--- config.mk ---
export PLATFORM = sky130hd
export DESIGN_NAME = spi_rd_word_packer
export DESIGN_NICKNAME = d
export VERILOG_FILES = /design/src/rtl/spi_rd_word_packer.sv
export SDC_FILE = /design/constraint.sdc
export NUM_CORES = 1
export LEC_CHECK = 0
export CORE_MARGIN = 1
export CORE_UTILIZATION = 55
export DETAILED_ROUTE_END_ITERATION = 10
export PLACE_DENSITY = 0.84
export SLEW_MARGIN = 20
export SYNTH_ARGS = -nofsm -noshare
export SYNTH_HDL_FRONTEND = slang
export SYNTH_SLANG_ARGS = --single-unit
--- constraint.sdc ---
create_clock -name sys_clk -period 5 [get_ports sys_clk]
set_input_delay 1.25 -clock sys_clk [delete_from_list [all_inputs] [get_ports sys_clk]]
set_output_delay 1.25 -clock sys_clk [all_outputs]
set_load 0.1 [all_outputs]
--- src/rtl/spi_rd_word_packer.sv ---
// Packs data-phase bytes of a flash READ little-endian into 32-bit words and
// queues them in a small word FIFO that feeds a valid/ready stream.
module spi_rd_word_packer #(
    parameter int BYTE_MAX   = 10,
    parameter int FIFO_DEPTH = 4
) (
    input  logic        sys_clk,
    input  logic        sys_rst_n,
    input  logic        rd_start,
    input  logic        data_phase,
    input  logic        rec_done,
    input  logic [7:0]  data_rec,
    output logic        word_valid,
    input  logic        word_ready,
    output logic [31:0] word_data,
    output logic [3:0]  word_keep,
    output logic        word_last,
    output logic        xfer_done,
    output logic        ovf
);

    // state     | meaning
    // S_IDLE    | byte_cnt==0 after reset or rd_start, nothing captured yet
    // S_COLLECT | at least one byte captured, fewer than BYTE_MAX
    // S_DONE    | BYTE_MAX bytes captured; further bytes ignored

    localparam int              AW          = $clog2(FIFO_DEPTH);
    localparam logic [7:0]      LP_BYTE_MAX = 8'(BYTE_MAX);
    localparam logic [7:0]      LP_LAST     = 8'(BYTE_MAX - 1);
    localparam logic [AW:0]     LP_DEPTH    = (AW + 1)'(FIFO_DEPTH);

    typedef enum logic [1:0] {
        S_IDLE    = 2'd0,
        S_COLLECT = 2'd1,
        S_DONE    = 2'd2
    } state_t;

    state_t         r_state;
    state_t         w_state_next;

    logic [7:0]     r_byte_cnt;
    logic [31:0]    r_pack;
    logic           r_ovf;

    logic [31:0]    r_mem_data [FIFO_DEPTH];
    logic [3:0]     r_mem_keep [FIFO_DEPTH];
    logic           r_mem_last [FIFO_DEPTH];
    logic [AW-1:0]  r_wr_ptr;
    logic [AW-1:0]  r_rd_ptr;
    logic [AW:0]    r_count;

    logic           w_accept;
    logic [1:0]     w_lane;
    logic           w_is_last;
    logic           w_push_req;
    logic           w_pop;
    logic           w_full;
    logic           w_push;
    logic           w_drop;
    logic           w_valid;
    logic [31:0]    w_pack_next;
    logic [3:0]     w_keep_next;

    assign w_accept   = rec_done & data_phase & ~rd_start & (r_byte_cnt < LP_BYTE_MAX);
    assign w_lane     = r_byte_cnt[1:0];
    assign w_is_last  = (r_byte_cnt == LP_LAST);
    assign w_push_req = w_accept & ((w_lane == 2'd3) | w_is_last);
    assign w_valid    = (r_count != '0);
    assign w_pop      = w_valid & word_ready;
    assign w_full     = (r_count == LP_DEPTH);
    // A full FIFO still takes the word when the head leaves on the same edge.
    assign w_push     = w_push_req & (~w_full | w_pop);
    assign w_drop     = w_push_req & w_full & ~w_pop;

    always_comb begin
        w_pack_next = r_pack;
        w_pack_next[{w_lane, 3'b000} +: 8] = data_rec;
    end

    always_comb begin
        w_keep_next = 4'b0001;
        case (w_lane)
            2'd0: w_keep_next = 4'b0001;
            2'd1: w_keep_next = 4'b0011;
            2'd2: w_keep_next = 4'b0111;
            2'd3: w_keep_next = 4'b1111;
            default: w_keep_next = 4'b0001;
        endcase
    end

    always_ff @(posedge sys_clk) begin
        if (!sys_rst_n) begin
            r_state <= S_IDLE;
        end else begin
            r_state <= w_state_next;
        end
    end

    always_comb begin
        w_state_next = r_state;
        if (rd_start) begin
            w_state_next = S_IDLE;
        end else if (w_accept) begin
            w_state_next = w_is_last ? S_DONE : S_COLLECT;
        end
    end

    always_ff @(posedge sys_clk) begin
        if (!sys_rst_n) begin
            r_byte_cnt <= 8'd0;
            r_pack     <= 32'd0;
            r_ovf      <= 1'b0;
        end else begin
            if (rd_start) begin
                r_byte_cnt <= 8'd0;
                r_pack     <= 32'd0;
            end else if (w_accept) begin
                r_byte_cnt <= r_byte_cnt + 8'd1;
                r_pack     <= w_push_req ? 32'd0 : w_pack_next;
            end

            if (rd_start) begin
                r_ovf <= 1'b0;
            end else if (w_drop) begin
                r_ovf <= 1'b1;
            end
        end
    end

    always_ff @(posedge sys_clk) begin
        if (w_push) begin
            r_mem_data[r_wr_ptr] <= w_pack_next;
            r_mem_keep[r_wr_ptr] <= w_keep_next;
            r_mem_last[r_wr_ptr] <= w_is_last;
        end
    end

    always_ff @(posedge sys_clk) begin
        if (!sys_rst_n) begin
            r_wr_ptr <= '0;
            r_rd_ptr <= '0;
            r_count  <= '0;
        end else begin
            if (w_push) begin
                r_wr_ptr <= r_wr_ptr + AW'(1);
            end
            if (w_pop) begin
                r_rd_ptr <= r_rd_ptr + AW'(1);
            end
            case ({w_push, w_pop})
                2'b10:   r_count <= r_count + (AW + 1)'(1);
                2'b01:   r_count <= r_count - (AW + 1)'(1);
                default: r_count <= r_count;
            endcase
        end
    end

    // Head fields are gated so an empty FIFO shows zeros rather than stale entries.
    assign word_valid = w_valid;
    assign word_data  = w_valid ? r_mem_data[r_rd_ptr] : 32'd0;
    assign word_keep  = w_valid ? r_mem_keep[r_rd_ptr] : 4'd0;
    assign word_last  = w_valid ? r_mem_last[r_rd_ptr] : 1'b0;
    assign xfer_done  = (r_state == S_DONE);
    assign ovf        = r_ovf;

endmodule
# == Word-level counts from Yosys, hierarchy flattened ==
# Memory sizes are Yosys's and may differ from the RTL's. A register that Yosys moved wholly into a read port is not among the register bits.
# Index checks and enable logic that the tools add are counted.
# word_totals
latchBits,0
mem_count,3
regBits,50
mem_bits_ro,0
ram_bits,148
output_inout_bits,40
# classes
shifts,2
add_sub_neg,6
n_mux,16
multipliers,0
reduce_logical,4
div_mod_pow,0
n_bitwise,14
order_cmp,1
n_eq_ne,8
# mem_list
memory,words,word_bits,read_ports,rd_clocked_by_memory_dff,write_ports,line,text
r_mem_data,4,32,1,1,1,45,logic [31:0] r_mem_data [FIFO_DEPTH];
r_mem_keep,4,4,1,1,1,46,logic [3:0] r_mem_keep [FIFO_DEPTH];
r_mem_last,4,1,1,1,1,47,logic r_mem_last [FIFO_DEPTH];
# op_table
operator,n
$mux 32,2
$bwmux 32,1
$shift 8x7->32 const A,1
$shiftx 8x7->32,1
$pmux 4 s4,1
$mux 2,7
$add 8x1->8 const B,1
$and 1x1->1,8
$eq 2x2->1 const B,4
$eq 8x4->1 const B,1
$lt 8x4->1 const B,1
$neg 5->7,1
$pmux 3 s2,1
$add 2x1->2 const B,2
$eq 2x1->1 const B,2
$mux 4,1
$not 1->1,4
$add 3x1->3 const B,1
$eq 3x3->1 const B,1
$mux 1,3
$reduce_bool 3->1,1
$sub 3x1->3 const B,1
$logic_not 2->1,1
$or 1x1->1,2
2 further kinds,2

# == Logic depth before layout (Yosys ltp) ==
# Gate-level depths: netlist of run 1.
# logic_depth
ltp_word,7
depth_mapped,11
mapped_depth_nobuf,10

# == Worst setup path before layout of run 1 ==
# OpenSTA, ideal clock, no wires.
# synth_timing
kind,register to output
start,register r_count[1]
end,output port word_data[24]
required_ps,3750
stages_incl_launch_ff,4
arrival_ps,2384
path_buffers,1
slack_ps,1366
cell_sequence,dfxtp_1 or3_1 clkbuf_1 and2_1
# synth_via
elab_chain_len,2
# synth_lines
item,line,text
from (decl),50,logic [AW:0] r_count;
from (signal assigned),151,2'b10: r_count <= r_count + (AW + 1)'(1);
from (signal assigned),152,2'b01: r_count <= r_count - (AW + 1)'(1);
from (signal assigned),153,default: r_count <= r_count;
$reduce_bool 3->1,68,assign w_valid = (r_count != '0);
via word_valid,13,"output logic word_valid,"
$mux 32,160,assign word_data = w_valid ? r_mem_data[r_rd_ptr] : 32'd0;
to (decl),15,"output logic [31:0] word_data,"
# The timed path passes the listed nets, and every way through them passes these cells.

# == Worst setup path after layout of run 1 ==
# layout_timing
start,register r_count[2]
end,output port word_keep[0]
# layout_via
elab_chain_len,2
# layout_lines
item,line,text
$reduce_bool 3->1,68,
$mux 4,161,assign word_keep = w_valid ? r_mem_keep[r_rd_ptr] : 4'd0;
to (decl),16,"output logic [3:0] word_keep,"
# No other way between the ends.

==> results of run 1 <==
[cell type report]
type                    instances  area (um2)
repair buffers                 63         528
inverters                      44         165
clock inverters                10         108
multi-input cells             292        2380
clock buffers                  22         464
flip-flops and latches        196        5370
fillers                       949        4810
well taps                     180         225
[power by group]
group          switching [mW]  internal, mW
Clock                   0.547         0.758
Sequential             0.0566          1.75
Combinational            1.15         0.485
Total                    1.76          2.99
[state kept, by name (all words and copies together) (netlist names), named ones only]
register	count
r_mem_keep	12
r_byte_cnt	8
r_state	2
r_rd_ptr	2
r_count	3
ovf	1
r_mem_data	128
r_wr_ptr	2
r_pack	32
r_mem_last	4
[synth_stat cells, types with 2 or more instances]
library cell,number,share of area
and2_1,45,0.035
nor2_1,50,0.023
xnor2_1,6,0.0066
o21ai_0,33,0.021
inv_1,44,0.021
or3_1,2,0.0016
nand2_1,41,0.019
edfxtp_1,144,0.54
buf_2,4,0.0025
clkbuf_1,24,0.011
a21oi_1,5,0.0031
dfxtp_1,52,0.13
mux4_2,36,0.10
mux2i_1,2,0.0025
o211a_1,2,0.0025
nor2b_1,2,0.0016
nand3_1,4,0.0025
ha_1,11,0.017
nor4bb_1,3,0.0037
a22oi_1,32,0.030
[cells by family (layout without fill, tap and decap cells)]
kind of cell / count (synthesis) / in the layout / synth area share
multiplexers: 38 / 38 / 0.104
AND/OR/NAND/NOR: 159 / 159 / 0.101
flip-flops: 196 / 196 / 0.669
adder cells (fa/ha/maj): 12 / 12 / 0.0197
XOR/XNOR: 6 / 6 / 0.00656
AO/OA/AOI/OAI: 77 / 77 / 0.0638
buffers and inverters: 74 / 139 / 0.0359
[layout by cell type, fill, tap and decap left out, types with 5 or more instances in the layout]
cell	n
xnor2_1	6
a22oi_1	32
clkbuf_16	17
mux4_2	36
and2_1	45
edfxtp_1	144
buf_4	45
nand2_1	41
inv_1	44
clkdlybuf4s50_1	17
ha_1	11
o21ai_0	33
nor2_1	49
dfxtp_1	51
a21oi_1	5
[layer usage]
| metal | up-vias | routed length (um) |
|---|---|---|
| met1 | 2402 | 6330 |
| li1 | 2139 | - |
| met3 | 26 | 1090 |
| met5 | - | 0 |
| met4 | 0 | 244 |
| met2 | 208 | 8070 |
[worst max-delay path by stage]
stage                          endpoint  cells after the start
after CTS                 word_data[22]                      4
after floorplan           word_data[24]                      3
after detailed placement     r_count[2]                      9
final                      word_keep[0]                      2
after global placement       r_count[2]                      9
after global routing      word_data[27]                      4
[critical path: cells and delay by family (launching register included)]
family / cells / cell delay (ns)
simple gates: 1 / 0.43
buf+inv: 1 / 1.22
flops: 1 / 0.39
==> flow_summary.yaml, run 1 <==
cts:
  path_clk_slew_ns: 0.07
  clock_sinks: 196
  cts_root_buffer: "clkbuf_16"
  cts_buffer_depth: 2
  ctsResizeCount: 0
  ctsHtreeMaxLevel: 4
  tritoncts: "yes"
  post_cts_buffers: 0
  clock_latency_ns: 0.43
  ctsHoldBuffers: 0
  cts_buffers: 17
synth:
  synthFlopType: "edfxtp_1"
  synth-edff-count: 144
  async_flop_share: 0
  avgSynthCellArea_um2: 14.3
  synth_cell_types: 40
  syn_nets: 588
  synth_cells: 562
  yosysSeqAreaShare: 0.669
  synth_seq_cells: 196
  syn-cell-area_mm2: 0.00802
  ys_warn_count: 0
place:
  dpl.hpwl_um: 9790
  dp.cells: 775
  preCtsSetupSlack_ns: 1.41
  place_area_mm2: 0.00866
  portBuffers: 53
  place.gp.congestion: 0.800
global_routing:
  grt_pass1_wl_um: 24900
  grt_busiest_layer: "met2"
  use_met2: 0.377
  grt_pass1_vias: 4947
  grt_max_degree: 44
  antenna_found_initial: 0
  grt_usage: 0.227
  overflow: 0
  use_met3: 0.0553
  grt_use_met1: 0.283
worst_setup_path:
  slowest_delay_ns: 1.22
  worstPathRequired_ns: 3.75
  r2r_start: "r_byte_cnt[0]"
  critPathArrivalTime_ns: 2.48
  path_max_fanout: 13
  r2r-end: "r_count[2]"
  cp-end-kind: "output pin"
  reg2reg_depth: 9
  crit_path_top_delay_cell: "clkdlybuf4s50_1"
  worstSetupStartpoint: "r_count[2]"
  path_class: "reg -> out"
  regToRegSetupSlack_ns: 2.10
  cp_cell_sequence: "or3_1, clkdlybuf4s50_1"
  crit_path_start_kind: "flop"
pwr:
  ir_drop_v: 0.000363
  powerDensity_mw_per_mm2: 514
  p_leak_nw: 3.05
  p_total_mw: 4.75
timing:
  max_freq_mhz: 268
  fin_skew_ns: 0.00703
  slew_headroom: 0.285
  timing.final.crit_share: 0.745
  tightest_slew_ns: 1.06
  setup_violations: 0
  finalWorstSetupSlack_ns: 1.27
  holdWs_ns: 0.453
  fin_crit_ns: 3.73
  rsz0062_at_grt: "false"
  drv_slew: 0
  hold_viol: 0
  finalSetupTns_ns: 0
detailed_routing:
  remaining_drc_errors: 0
  wl_um: 15700
  drtIter0Drc: 495
  ant_nets: 0
  wl_per_cell_um: 19.5
  dr.pass1.iters: 6
  vias_per_cell: 5.92
  vias: 4775
floorplanning:
  core.rowCount: 43
  die_w_um: 123
  initial_core_util: 0.571
  die_area_mm2: 0.0151
  num_io_pins: 54
  core_area_mm2: 0.0140
  die_y_um: 123
run_status:
  outcome: "finished, final reports clean"
final_layout:
  fin_area_mm2: 0.00924
  antenna_cells: 0
  drive_above_1_share: 0.193
  finalNetCount: 640
  syn_to_final_growth_pct: 15.2
  utilization: 0.658
  final_cells: 807
min_path:
  holdPathStages: 2
  hp-class: "reg -> reg"
  worstHoldStart: "r_byte_cnt[6]"
  whs_endpoint: "r_byte_cnt[6]"
job:
  drv_cap: 0
Note: power is estimated with default switching activity, not from simulation.
==> run 2: changes to the inputs <==
Settings changed: CORE_UTILIZATION 55 to 53, PLACE_DENSITY 0.84 to 0.85.
Clock period 5 ns to 3.3 ns, I/O delays scaled along.
==> flow_summary.yaml, run 2 (same netlist as run 1, synthesis figures left out) <==
run_status:
  outcome: "finished, violations left"
  violations: "DRC"
floorplanning:
  core.rowCount: 44
  initial_core_util: 0.547
  core_area_mm2: 0.0146
  die_w_um: 125
  die_area_mm2: 0.0156
  num_io_pins: 54
  die_y_um: 125
pwr:
  power_switching_mw: 2.76
  p_leak_nw: 3.29
  pwr-share-clk: 0.238
  comb_power_share: 0.406
  power.internal_mw: 4.76
  switching_share: 0.367
  ir_drop_v: 0.000973
  p_total_mw: 7.51
  pwr-share-seq: 0.356
  powerDensity_mw_per_mm2: 775
timing:
  hold_viol: 0
  holdWs_ns: 0.448
  tightest_slew_ns: 0.728
  timing.final.crit_share: 0.876
  fin_skew_ns: 0.00606
  fin_crit_ns: 2.89
  slew_headroom: 0.509
  drv_slew: 0
  finalSetupTns_ns: 0
  max_freq_mhz: 346
  setup_violations: 0
  finalWorstSetupSlack_ns: 0.410
  rsz0062_at_grt: "false"
cts:
  ctsHtreeMaxLevel: 4
  cts_root_buffer: "clkbuf_16"
  clock_latency_ns: 0.44
  post_cts_buffers: 0
  tritoncts: "yes"
  cts_buffers: 17
  ctsHoldBuffers: 0
  ctsResizeCount: 0
  clock_sinks: 196
  path_clk_slew_ns: 0.06
  cts_buffer_depth: 2
global_routing:
  grt_pass1_wl_um: 24800
  grt_max_degree: 42
  grt_pass1_vias: 4933
  grt_usage: 0.211
  overflow: 0
  antenna_found_initial: 0
worst_setup_path:
  cp_num_cells: 4
  path_delay_family: "multiplexers"
  cp-end-kind: "output pin"
  crit_path_frequent_cell: "buf_12"
  cp_cell_sequence: "buf_12, mux4_2, and2_1, buf_12"
  endpoint: "word_keep[2]"
  crit_path_top_delay_cell: "mux4_2"
  slowest_delay_ns: 0.59
  crit_path_start_kind: "flop"
  r2r_start: "r_byte_cnt[0]"
  r2r-end: "r_count[2]"
  reg2reg_depth: 9
  path_max_fanout: 36
  path_class: "reg -> out"
  worstPathRequired_ns: 2.47
  cp_num_buf_inv: 2
  critPathArrivalTime_ns: 2.07
  regToRegSetupSlack_ns: 0.57
detailed_routing:
  wl_per_cell_um: 18.9
  dr.pass1.iters: 10
  wl_um: 15500
  remaining_drc_errors: 6
  vias: 4793
  vias_per_cell: 5.85
  ant_nets: 0
  drtIter0Drc: 490
place:
  place.gp.congestion: 0.820
  place_area_mm2: 0.00919
  preCtsSetupSlack_ns: 0.265
  portBuffers: 53
  dp.cells: 787
  dpl.hpwl_um: 9940
final_layout:
  final_cell_mix: "edfxtp_1, dfxtp_1, nor2_1, and2_1, inv_1"
  final_cells: 819
  syn_to_final_growth_pct: 21.0
  reg_top3: "r_mem_data: 128 flops, r_pack: 32 flops, r_mem_keep: 12 flops"
  utilization: 0.662
  antenna_cells: 0
  finalNetCount: 648
  fin_area_mm2: 0.00970
  drive_above_1_share: 0.202
  largest-register: "r_mem_data"
  largest_reg_flops: 128
  final_common_cell: "edfxtp_1"
min_path:
  hp-class: "reg -> reg"
  holdPathStages: 2
job:
  drv_cap: 0
run 2: cell count changes in the layout (fill, tap and decap cells not counted):
cell / before / now
clkbuf_1: 3 / 4
clkinv_4: 1 / 0
clkbuf_8: 2 / 0
nor4bb_2: 2 / 0
clkinvlp_4: 2 / 3
buf_4: 45 / 18
bufinv_16: 2 / 0
clkinv_1: 1 / 3
clkdlybuf4s50_1: 17 / 13
buf_12: 1 / 40
nor4bb_1: 1 / 3
inv_6: 0 / 1
run 2: power by group through the flow:
stage	clock network (mW)	registers, mW	logic, mW
after detailed placement	0	2.73	3.08
after floorplan	0	2.72	2.08
after CTS	1.81	2.68	3.09
after global placement	0	2.73	3.05
after global routing	1.90	2.68	3.18
final	1.79	2.68	3.05
run 2: worst register-to-register path: cells and delay by family (launching register included):
| kind | cells | cell delay [ns] |
|---|---|---|
| AO/OA/AOI/OAI | 3 | 0.71 |
| adder cells (fa/ha/maj) | 2 | 0.69 |
| flip-flops | 1 | 0.53 |
| AND/OR/NAND/NOR | 4 | 0.75 |
run 2: worst min path at each step:
stage | from | to | slack (ns)
floorplan | r_byte_cnt[6] | r_byte_cnt[6] | 0.42
global placement | r_byte_cnt[6] | r_byte_cnt[6] | 0.43
finish | r_byte_cnt[5] | r_byte_cnt[5] | 0.45
detailed placement | r_byte_cnt[5] | r_byte_cnt[5] | 0.44
global route | r_byte_cnt[5] | r_byte_cnt[5] | 0.47
CTS | r_byte_cnt[5] | r_byte_cnt[5] | 0.45
run 2: routing by layer:
metal | global-route usage | share of wire
met5 | 0 | 0
met3 | 0.0458 | 0.069
met4 | 0.0911 | 0.020
met1 | 0.258 | 0.40
met2 | 0.363 | 0.51
run 2: layout make-up:
| class | count | area (um2) |
|---|---|---|
| multi-input cells | 292 | 2370 |
| clock buffers | 21 | 440 |
| inverters | 44 | 165 |
| flip-flops and latches | 196 | 5370 |
| clock inverters | 11 | 62.6 |
| fillers | 1007 | 4950 |
| repair buffers | 71 | 1070 |
| well taps | 184 | 230 |
